`src/rtl/lcd_score_refresh.sv`:
```
// Scoreboard LCD text sequencer: HD44780 init, fixed team header, and a live line 2
// (scores or winner banner) that is redrawn whenever the scoring inputs change.
module lcd_score_refresh #(
  parameter int SCORE_W    = 7,
  parameter int DLY_CYCLES = 262143,
  parameter int DLY_W      = 18
) (
  input  logic               iCLK,
  input  logic               iRST_N,
  input  logic [SCORE_W-1:0] iScore1,
  input  logic [SCORE_W-1:0] iScore2,
  input  logic               iWin1,
  input  logic               iWin2,
  input  logic               iForce,
  output logic [7:0]         oLCD_DATA,
  output logic               oLCD_RS,
  output logic               oLCD_Start,
  input  logic               iLCD_Done,
  output logic               oBusy,
  output logic               oFrameDone
);

  typedef enum logic [2:0] {sStart, sLoad, sWait, sDelay, sNext, sIdle} stateType;

  localparam logic [5:0]       LAST_IDX  = 6'd37;
  localparam logic [5:0]       LINE2_IDX = 6'd21;
  localparam logic [DLY_W-1:0] DLY_LAST  = DLY_W'(DLY_CYCLES - 1);

  stateType           state, nextState;
  logic [5:0]         cmdIdx;
  logic [DLY_W-1:0]   dlyCnt;
  logic [SCORE_W-1:0] snapScore1, snapScore2;
  logic               snapWin1, snapWin2;
  logic               forcePending;
  logic [7:0]         lcdData;
  logic               lcdRs, lcdStart;
  logic               liveDiff, forceNow;
  logic [7:0]         cmdData;
  logic               cmdRs;
  logic [3:0]         col;
  logic [7:0]         s1Hi, s1Lo, s2Hi, s2Lo;

  function automatic logic [6:0] satScore(input logic [SCORE_W-1:0] s);
    if (32'(s) > 32'd99) return 7'd99;
    return 7'(s);
  endfunction

  function automatic logic [7:0] tensChar(input logic [6:0] v);
    logic [6:0] t;
    t = v / 7'd10;
    return (t == 7'd0) ? 8'h20 : 8'h30 + {1'b0, t};
  endfunction

  function automatic logic [7:0] onesChar(input logic [6:0] v);
    logic [6:0] o;
    o = v % 7'd10;
    return 8'h30 + {1'b0, o};
  endfunction

  assign liveDiff = {iScore1, iScore2, iWin1, iWin2} !=
                    {snapScore1, snapScore2, snapWin1, snapWin2};
  assign forceNow = iForce || forcePending;

  always_ff @(posedge iCLK) begin
    if (!iRST_N) state <= sStart;
    else         state <= nextState;
  end

  always_comb begin
    nextState = state;
    case (state)
      sStart: nextState = sLoad;
      sLoad:  nextState = sWait;
      sWait:  if (iLCD_Done) nextState = sDelay;
      sDelay: if (dlyCnt == DLY_LAST) nextState = sNext;
      sNext:  nextState = (cmdIdx == LAST_IDX) ? sIdle : sLoad;
      sIdle:  if (forceNow || liveDiff) nextState = sLoad;
      default: nextState = sStart;
    endcase
  end

  always_comb begin
    oBusy      = (state != sIdle);
    oFrameDone = (state == sNext) && (cmdIdx == LAST_IDX);
  end

  // Line 2 is always built from the snapshot so a pass never mixes old and new values.
  always_comb begin
    s1Hi    = tensChar(satScore(snapScore1));
    s1Lo    = onesChar(satScore(snapScore1));
    s2Hi    = tensChar(satScore(snapScore2));
    s2Lo    = onesChar(satScore(snapScore2));
    cmdData = 8'h20;
    cmdRs   = 1'b1;
    col     = 4'd0;
    if (cmdIdx < 6'd5) begin
      cmdRs = 1'b0;
      case (cmdIdx)
        6'd0:    cmdData = 8'h38;
        6'd1:    cmdData = 8'h0C;
        6'd2:    cmdData = 8'h01;
        6'd3:    cmdData = 8'h06;
        default: cmdData = 8'h80;
      endcase
    end else if (cmdIdx < LINE2_IDX) begin
      col = 4'(cmdIdx - 6'd5);
      case (col)
        4'd1, 4'd9:   cmdData = "T";
        4'd2, 4'd10:  cmdData = "e";
        4'd3, 4'd11:  cmdData = "a";
        4'd4, 4'd12:  cmdData = "m";
        4'd5:         cmdData = "1";
        4'd7:         cmdData = "-";
        4'd13:        cmdData = "2";
        default:      cmdData = 8'h20;
      endcase
    end else if (cmdIdx == LINE2_IDX) begin
      cmdRs   = 1'b0;
      cmdData = 8'hC0;
    end else begin
      col = 4'(cmdIdx - 6'd22);
      if (snapWin1 && !snapWin2) begin
        case (col)
          4'd1: cmdData = "W";
          4'd2: cmdData = "i";
          4'd3: cmdData = "n";
          4'd4: cmdData = "n";
          4'd5: cmdData = "e";
          4'd6: cmdData = "r";
          default: cmdData = 8'h20;
        endcase
      end else if (!snapWin1 && snapWin2) begin
        case (col)
          4'd9:  cmdData = "W";
          4'd10: cmdData = "i";
          4'd11: cmdData = "n";
          4'd12: cmdData = "n";
          4'd13: cmdData = "e";
          4'd14: cmdData = "r";
          default: cmdData = 8'h20;
        endcase
      end else begin
        case (col)
          4'd3:  cmdData = s1Hi;
          4'd4:  cmdData = s1Lo;
          4'd7:  cmdData = "-";
          4'd10: cmdData = s2Hi;
          4'd11: cmdData = s2Lo;
          default: cmdData = 8'h20;
        endcase
      end
    end
  end

  // A force seen while busy is remembered and honoured on the first idle cycle.
  always_ff @(posedge iCLK) begin
    if (!iRST_N) begin
      cmdIdx       <= 6'd0;
      dlyCnt       <= '0;
      snapScore1   <= '0;
      snapScore2   <= '0;
      snapWin1     <= 1'b0;
      snapWin2     <= 1'b0;
      forcePending <= 1'b0;
      lcdData      <= 8'h00;
      lcdRs        <= 1'b0;
      lcdStart     <= 1'b0;
    end else begin
      if (iForce && state != sIdle) forcePending <= 1'b1;
      case (state)
        sStart: begin
          {snapScore1, snapScore2, snapWin1, snapWin2} <= {iScore1, iScore2, iWin1, iWin2};
          cmdIdx <= 6'd0;
        end
        sLoad: begin
          lcdData  <= cmdData;
          lcdRs    <= cmdRs;
          lcdStart <= 1'b1;
        end
        sWait: if (iLCD_Done) lcdStart <= 1'b0;
        sDelay: begin
          if (dlyCnt == DLY_LAST) dlyCnt <= '0;
          else                    dlyCnt <= dlyCnt + 1'b1;
        end
        sNext: if (cmdIdx != LAST_IDX) cmdIdx <= cmdIdx + 6'd1;
        sIdle: begin
          if (forceNow) begin
            {snapScore1, snapScore2, snapWin1, snapWin2} <= {iScore1, iScore2, iWin1, iWin2};
            cmdIdx       <= 6'd0;
            forcePending <= 1'b0;
          end else if (liveDiff) begin
            {snapScore1, snapScore2, snapWin1, snapWin2} <= {iScore1, iScore2, iWin1, iWin2};
            cmdIdx <= LINE2_IDX;
          end
        end
        default: ;
      endcase
    end
  end

  assign oLCD_DATA  = lcdData;
  assign oLCD_RS    = lcdRs;
  assign oLCD_Start = lcdStart;

endmodule

```
`config.mk`:
```
export PLATFORM = sky130hd
export DESIGN_NAME = lcd_score_refresh
export DESIGN_NICKNAME = d
export VERILOG_FILES = /design/src/rtl/lcd_score_refresh.sv
export SDC_FILE = /design/constraint.sdc
export NUM_CORES = 1
export LEC_CHECK = 0
export CAP_MARGIN = 20
export CORE_MARGIN = 3
export CORE_UTILIZATION = 66
export CTS_CLUSTER_SIZE = 8
export DETAILED_ROUTE_END_ITERATION = 8
export PLACE_DENSITY = 0.88
export SYNTH_ARGS = -nofsm -noshare
export SYNTH_HDL_FRONTEND = slang
export SYNTH_SLANG_ARGS = --single-unit
```
`constraint.sdc`:
```
create_clock -name iCLK -period 15.5 [get_ports iCLK]
set_input_delay 4.65 -clock iCLK [delete_from_list [all_inputs] [get_ports iCLK]]
set_output_delay 4.65 -clock iCLK [all_outputs]
set_load 0.02 [all_outputs]
```
* Word-level counts from Yosys, hierarchy flattened
Memories as Yosys holds them, arrays and structs flattened.
Cells that the tools add are included.
** Storage, ports and cells
- Bits in registers :: 54
- Bits in read-only memories :: 112
- Input port bits :: 20
- Output and inout bits :: 12
- Word-level logic and storage cells :: 128
- Memories :: 1
** Memory list
- (name not given) :: words 16, width 7, read ports 1, clocked after Yosys merged registers in 0, write ports 0, line 107 : case (col)
** Cells by class
- Add/sub/neg operators :: 8
- Divide/modulo/power cells :: 4
- $lt $le $gt $ge :: 4
- Equal/unequal tests :: 32
- Multiplexer cells :: 47
- Reductions and logical operators :: 21
** Operators with widths (number)
- one-hot mux 7 bit (5 select lines) :: 2
- 2-to-1 mux 7 bit :: 8
- 2-to-1 mux 8 bit :: 7
- one-hot mux 8 bit (5 select lines) :: 1
- adder 6 x 7 -> 8 bit, first input constant :: 4
- one-hot mux 8 bit (4 select lines) :: 1
- one-hot mux 7 bit (2 select lines) :: 2
- == test 4 bit, second input constant :: 6
- adder 18 x 1 -> 18 bit, second input constant :: 1
- == test 18 bit, second input constant :: 1
- 2-to-1 mux 18 bit :: 1
- 2-to-1 mux 6 bit :: 3
- one-hot mux 3 bit (6 select lines) :: 1
- one-hot mux 6 bit (3 select lines) :: 1
- == test 4 x 3 -> 1 bit, second input constant :: 4
- inequality test 16 bit :: 1
- divider 7 x 4 -> 7 bit, second input constant :: 2
- > comparator 7 bit, second input constant :: 2
- logical NOT 7 bit :: 2
- modulo 7 x 4 -> 7 bit, second input constant :: 2
- 2-to-1 mux 1 bit :: 13
- == test 6 x 2 -> 1 bit, second input constant :: 2
- 2-to-1 mux 3 bit :: 4
- == test 4 x 2 -> 1 bit, second input constant :: 2
- other kinds (26) :: 43

* Logic depth before layout (Yosys ltp)
- Word-level depth :: 12
- Mapped depth :: 30
- Gate-level depth less buffers :: 28

* Worst setup path after synthesis
No wires, ideal clock.
- Path kind :: input -> register
- From :: input port iScore1[4]
- To :: register snapScore1[0]
- Library setup time :: 128 ps
- Arrival :: 6265 ps
- Required time :: 15372 ps
- Setup slack :: 9107 ps
- Stages on the path :: 10
- Path buffers :: 1
- Cell sequence :: xnor2_1 -> nand4_1 -> nor4_1 -> and3_1 -> nor2_1 -> nor2_1 -> nor2_1 -> buf_2 -> mux2i_1 -> nor2_1
** On the way
- Word-level cells in the longest chain between the ends :: 3
** RTL lines
- start, declared :: line 10 : input logic [SCORE_W-1:0] iScore1,
- inequality test 16 bit :: line 60 : assign liveDiff = {iScore1, iScore2, iWin1, iWin2} !=
- inequality test 3 bit (no source line)
- AND reduction 2 bit (no source line)
- end signal, assigned :: line 172 : {snapScore1, snapScore2, snapWin1, snapWin2} <= {iScore1, iScore2, iWin1, iWin2};
- end signal, assigned :: line 188 : {snapScore1, snapScore2, snapWin1, snapWin2} <= {iScore1, iScore2, iWin1, iWin2};
- end signal, assigned :: line 192 : {snapScore1, snapScore2, snapWin1, snapWin2} <= {iScore1, iScore2, iWin1, iWin2};
- end, declared :: line 32 : logic [SCORE_W-1:0] snapScore1, snapScore2;
No other way between the ends.
A chain may end at the register's enable or synchronous reset.

* Final worst setup path
- From :: register cmdIdx[0]
- To :: output port oFrameDone
** On the way
- Word-level cells in the longest chain between the ends :: 2
** RTL lines
- start, declared :: line 30 : logic [5:0] cmdIdx;
- start signal, assigned :: line 185 : sNext: if (cmdIdx != LAST_IDX) cmdIdx <= cmdIdx + 6'd1;
- == test 6 bit :: line 84 : oFrameDone = (state == sNext) && (cmdIdx == LAST_IDX);
- logical AND 1 bit :: line 84
- end, declared :: line 20 : output logic oFrameDone
No other way between the ends.

==> flow_summary.yaml <==
status:
  status: "finished clean"
cts:
  post_cts_resized: 0
  worst_skew_pair.late_latency_ns: 0.32
  post_cts.repair.setup_buffers: 0
  ctsLongestPathBuffers: 2
  cts_num_sinks: 54
  worst_setup_hold_path_clk_slew_ns: 0.11
  post_cts_hold_buffer_count: 0
  h-tree-depth: 2
  cts_buffers: 5
  clock_tree_root: "clkbuf_8"
  cts_tree: "done"
yosys:
  ys_seq_elements: 54
  post-synth-top-area-fraction_pct: 21.7
  synth_most_common_cell: "nor2_1"
  synthesis.nets: 724
  synth_top_flop_cell: "dfxtp_1"
  synth.lib_cells_used.distinct: 84
  mappedNetlistArea_mm2: 0.00497
  synth_edf_count: 0
  syn-mean-instance-area_um2: 7.26
  async_reset_ff_share_pct: 0
  post-synth-top-area-cell: "dfxtp_1"
  synth_top_cells_by_area: "dfxtp_1 (22%), nor2_1 (7.0%), nand2_1 (4.9%)"
  synthCells: 685
  synth.top_cells.by_count: "nor2_1 (93), nand2_1 (65), dfxtp_1 (54)"
  seq_area_frac_synth_pct: 21.7
  synth.yosys.warnings: 0
floorplan:
  coreArea_mm2: 0.00729
  rows: 31
  die_ar_mm2: 0.00862
  start_util_pct: 68.2
  floorplan.io_pins: 32
  die_span_in_y_um: 92.8
  die_width_um: 92.8
placement:
  place.gp.congestion: 0.936
  io_buffer_count: 31
  post-dp-hpwl_um: 10000
  numPlacedInstances: 775
  placed_area_mm2: 0.00522
sta:
  setup-tns-final_ns: 0
  drv_slew: 0
  grt_setup_unrepaired: "false"
  timing.max_slew.rel_slack_pct: 28.2
  period_minus_slack_ns: 7.50
  fin_worst_hold_slack_ns: 0.461
  timing.final.setup_violations: 0
  finalCritPeriodShare_pct: 48.4
  tightest_slew_ns: 1.08
  max_freq_mhz: 133
  finClkSkew_ns: 0.0145
  final_hold_violation_count: 0
worst_setup_path:
  worst-endpoint-required_ns: 10.85
  regToRegEndpoint: "oLCD_DATA[5]$_SDFFE_PN0P_"
  r2r_start: "snapScore2[6]$_SDFFE_PN0P_"
  reg2reg_setup_slack_ns: 9.15
  cp-end-kind: "output port"
  critPathKind: "register to output port"
  critical_path.max_fanout: 12
  r2r.worst_path.cells: 26
  crit_path_start_kind: "register"
  worst-endpoint-arrival_ns: 2.85
global_routing:
  number_of_antenna_violations_at_the_first_check_in_global_routing: 0
  grt_pass1_vias: 4743
  track_usage_pct: 31.4
  global_route.overflow_total: 0
  grt_start_max_net_pins: 33
  grt_first_pass_wirelength_um: 22500
worst_hold_path:
  hold-path-cell-count: 2
  worst_hold_path_type: "register to register"
  whs_endpoint: "oLCD_RS$_SDFFE_PN0P_"
  hold_start: "oLCD_RS$_SDFFE_PN0P_"
drt:
  route.final.wire_length_um: 13800
  detailedRoute.firstPassIterationCount: 5
  violation_count_after_the_first_detailed_route_iteration: 416
  via_per_inst: 6.74
  via_count_of_the_routed_design: 5286
  drt_drc_violations_left: 0
  postRouteAntennaNets: 0
  routed_wire_length_per_instance_um: 17.6
job:
  drv.max_cap_violation_count: 0
cells_and_area:
  finalNonFillerCells: 784
  flow.area_growth_from_synthesis_pct: 7.44
  drive_above_1_share_pct: 5.99
  fillerInstances: 628
  final_core_area_utilization_pct: 73.3
  multi_input_comb_area_mm2: 0.00361
  layout.cell_area.non_filler_mm2: 0.00535
  num-nets-final: 723
  area.sequential_mm2: 0.00108
  antenna_cells_inserted: 0
pwr:
  vdd_drop_max_v: 0.0000595
  power.density_cell_area_mw_per_mm2: 92.1
  power_leakage_uw: 0.00197
==> metrics by stage <==
stage / setup WS [ns] / power, µW
global placement: 8.38 / 392
global route: 7.86 / 521
CTS: 8.06 / 486
finish: 8.00 / 492
detailed placement: 8.34 / 398
floorplan: 9.11 / 348
==> final cells by class <==
type                            count  share of cell area, %
Multi-Input combinational cell    568                   67.6
Clock buffer                        6                   1.54
Clock inverter                      2                  0.304
Sequential cell                    54                   20.2
Tap cell                           99                   2.32
Timing Repair Buffer               33                   6.46
Inverter                           22                   1.54
==> worst max-delay path by stage <==
stage | slack, ns | to | cells past startpoint | start
after detailed placement | 8.34 | snapScore2[2]$_SDFFE_PN0P_ | 10 | iScore2[4]
after CTS | 8.06 | oFrameDone | 6 | cmdIdx[0]$_SDFFE_PN0P_
after global routing | 7.86 | oFrameDone | 6 | cmdIdx[0]$_SDFFE_PN0P_
after global placement | 8.38 | snapScore1[2]$_SDFFE_PN0P_ | 10 | iScore2[5]
after floorplan | 9.11 | snapScore1[0]$_SDFFE_PN0P_ | 10 | iScore1[4]
final | 8.00 | oFrameDone | 6 | cmdIdx[0]$_SDFFE_PN0P_
==> kinds of logic (layout without fill, tap and decap cells) <==
kind of cell,Yosys count,count (layout),share of synthesized area [%]
simple gates,301,301,29.9
compound gates,188,188,26.6
buf+inv,63,63,5.68
flops,54,54,21.7
xor+xnor,35,35,6.16
mux,25,25,5.08
fa+ha+maj,19,19,4.78
==> state kept, by name, summed over array words and instances, names as in the netlist <==
name / count
oLCD_DATA: 8
snapScore2: 7
cmdIdx: 6
snapWin1: 1
snapWin2: 1
oLCD_RS: 1
oLCD_Start: 1
dlyCnt: 18
state: 3
forcePending: 1
snapScore1: 7
==> layout by cell type (no fill, tap or decap), types with 4 or more instances in the layout <==
cell type,n
inv_1,19
nor4_1,6
o211a_1,4
o21a_1,6
ha_1,19
clkbuf_8,6
a21boi_0,4
a31oi_1,11
nor2_1,92
or3_1,5
o22ai_1,5
and2_1,6
nor4b_1,4
o21ai_0,41
nor2b_1,14
xor2_1,11
clkdlybuf4s50_1,31
xnor2_1,24
nand2b_1,14
nand3_1,34
a21o_1,5
a21oi_1,48
nand4_1,17
nor3_1,15
dfxtp_1,54
a22oi_1,4
o311a_1,4
o31ai_1,5
mux2i_1,23
and3_1,9
nand2_1,65
==> layer usage <==
metal	track usage, %	share of wire (%)	vias up
li1	-	-	2496
met1	41.0	41	2478
met2	51.6	47	265
met3	5.61	8.3	47
met4	11.8	3.3	0
met5	0	0	-
==> power by group <==
group | switching (µW) | internal, µW | total [µW] | leakage [µW]
registers | 17.5 | 148 | 165 | 0.000441
clock network | 52.6 | 37.0 | 89.6 | 0.0000478
logic | 141 | 96.8 | 238 | 0.00148
total | 211 | 281 | 492 | 0.00197
==> worst max-delay path, stage by stage, from the launching register on <==
cell             delay (ns)
dfxtp_1                0.55
ha_1                   0.52
nand2_1                0.10
nor2_1                 0.15
nand2_1                0.07
nor3_1                 0.43
clkdlybuf4s50_1        0.71
No activity file was read; power rests on OpenSTA's default activity.
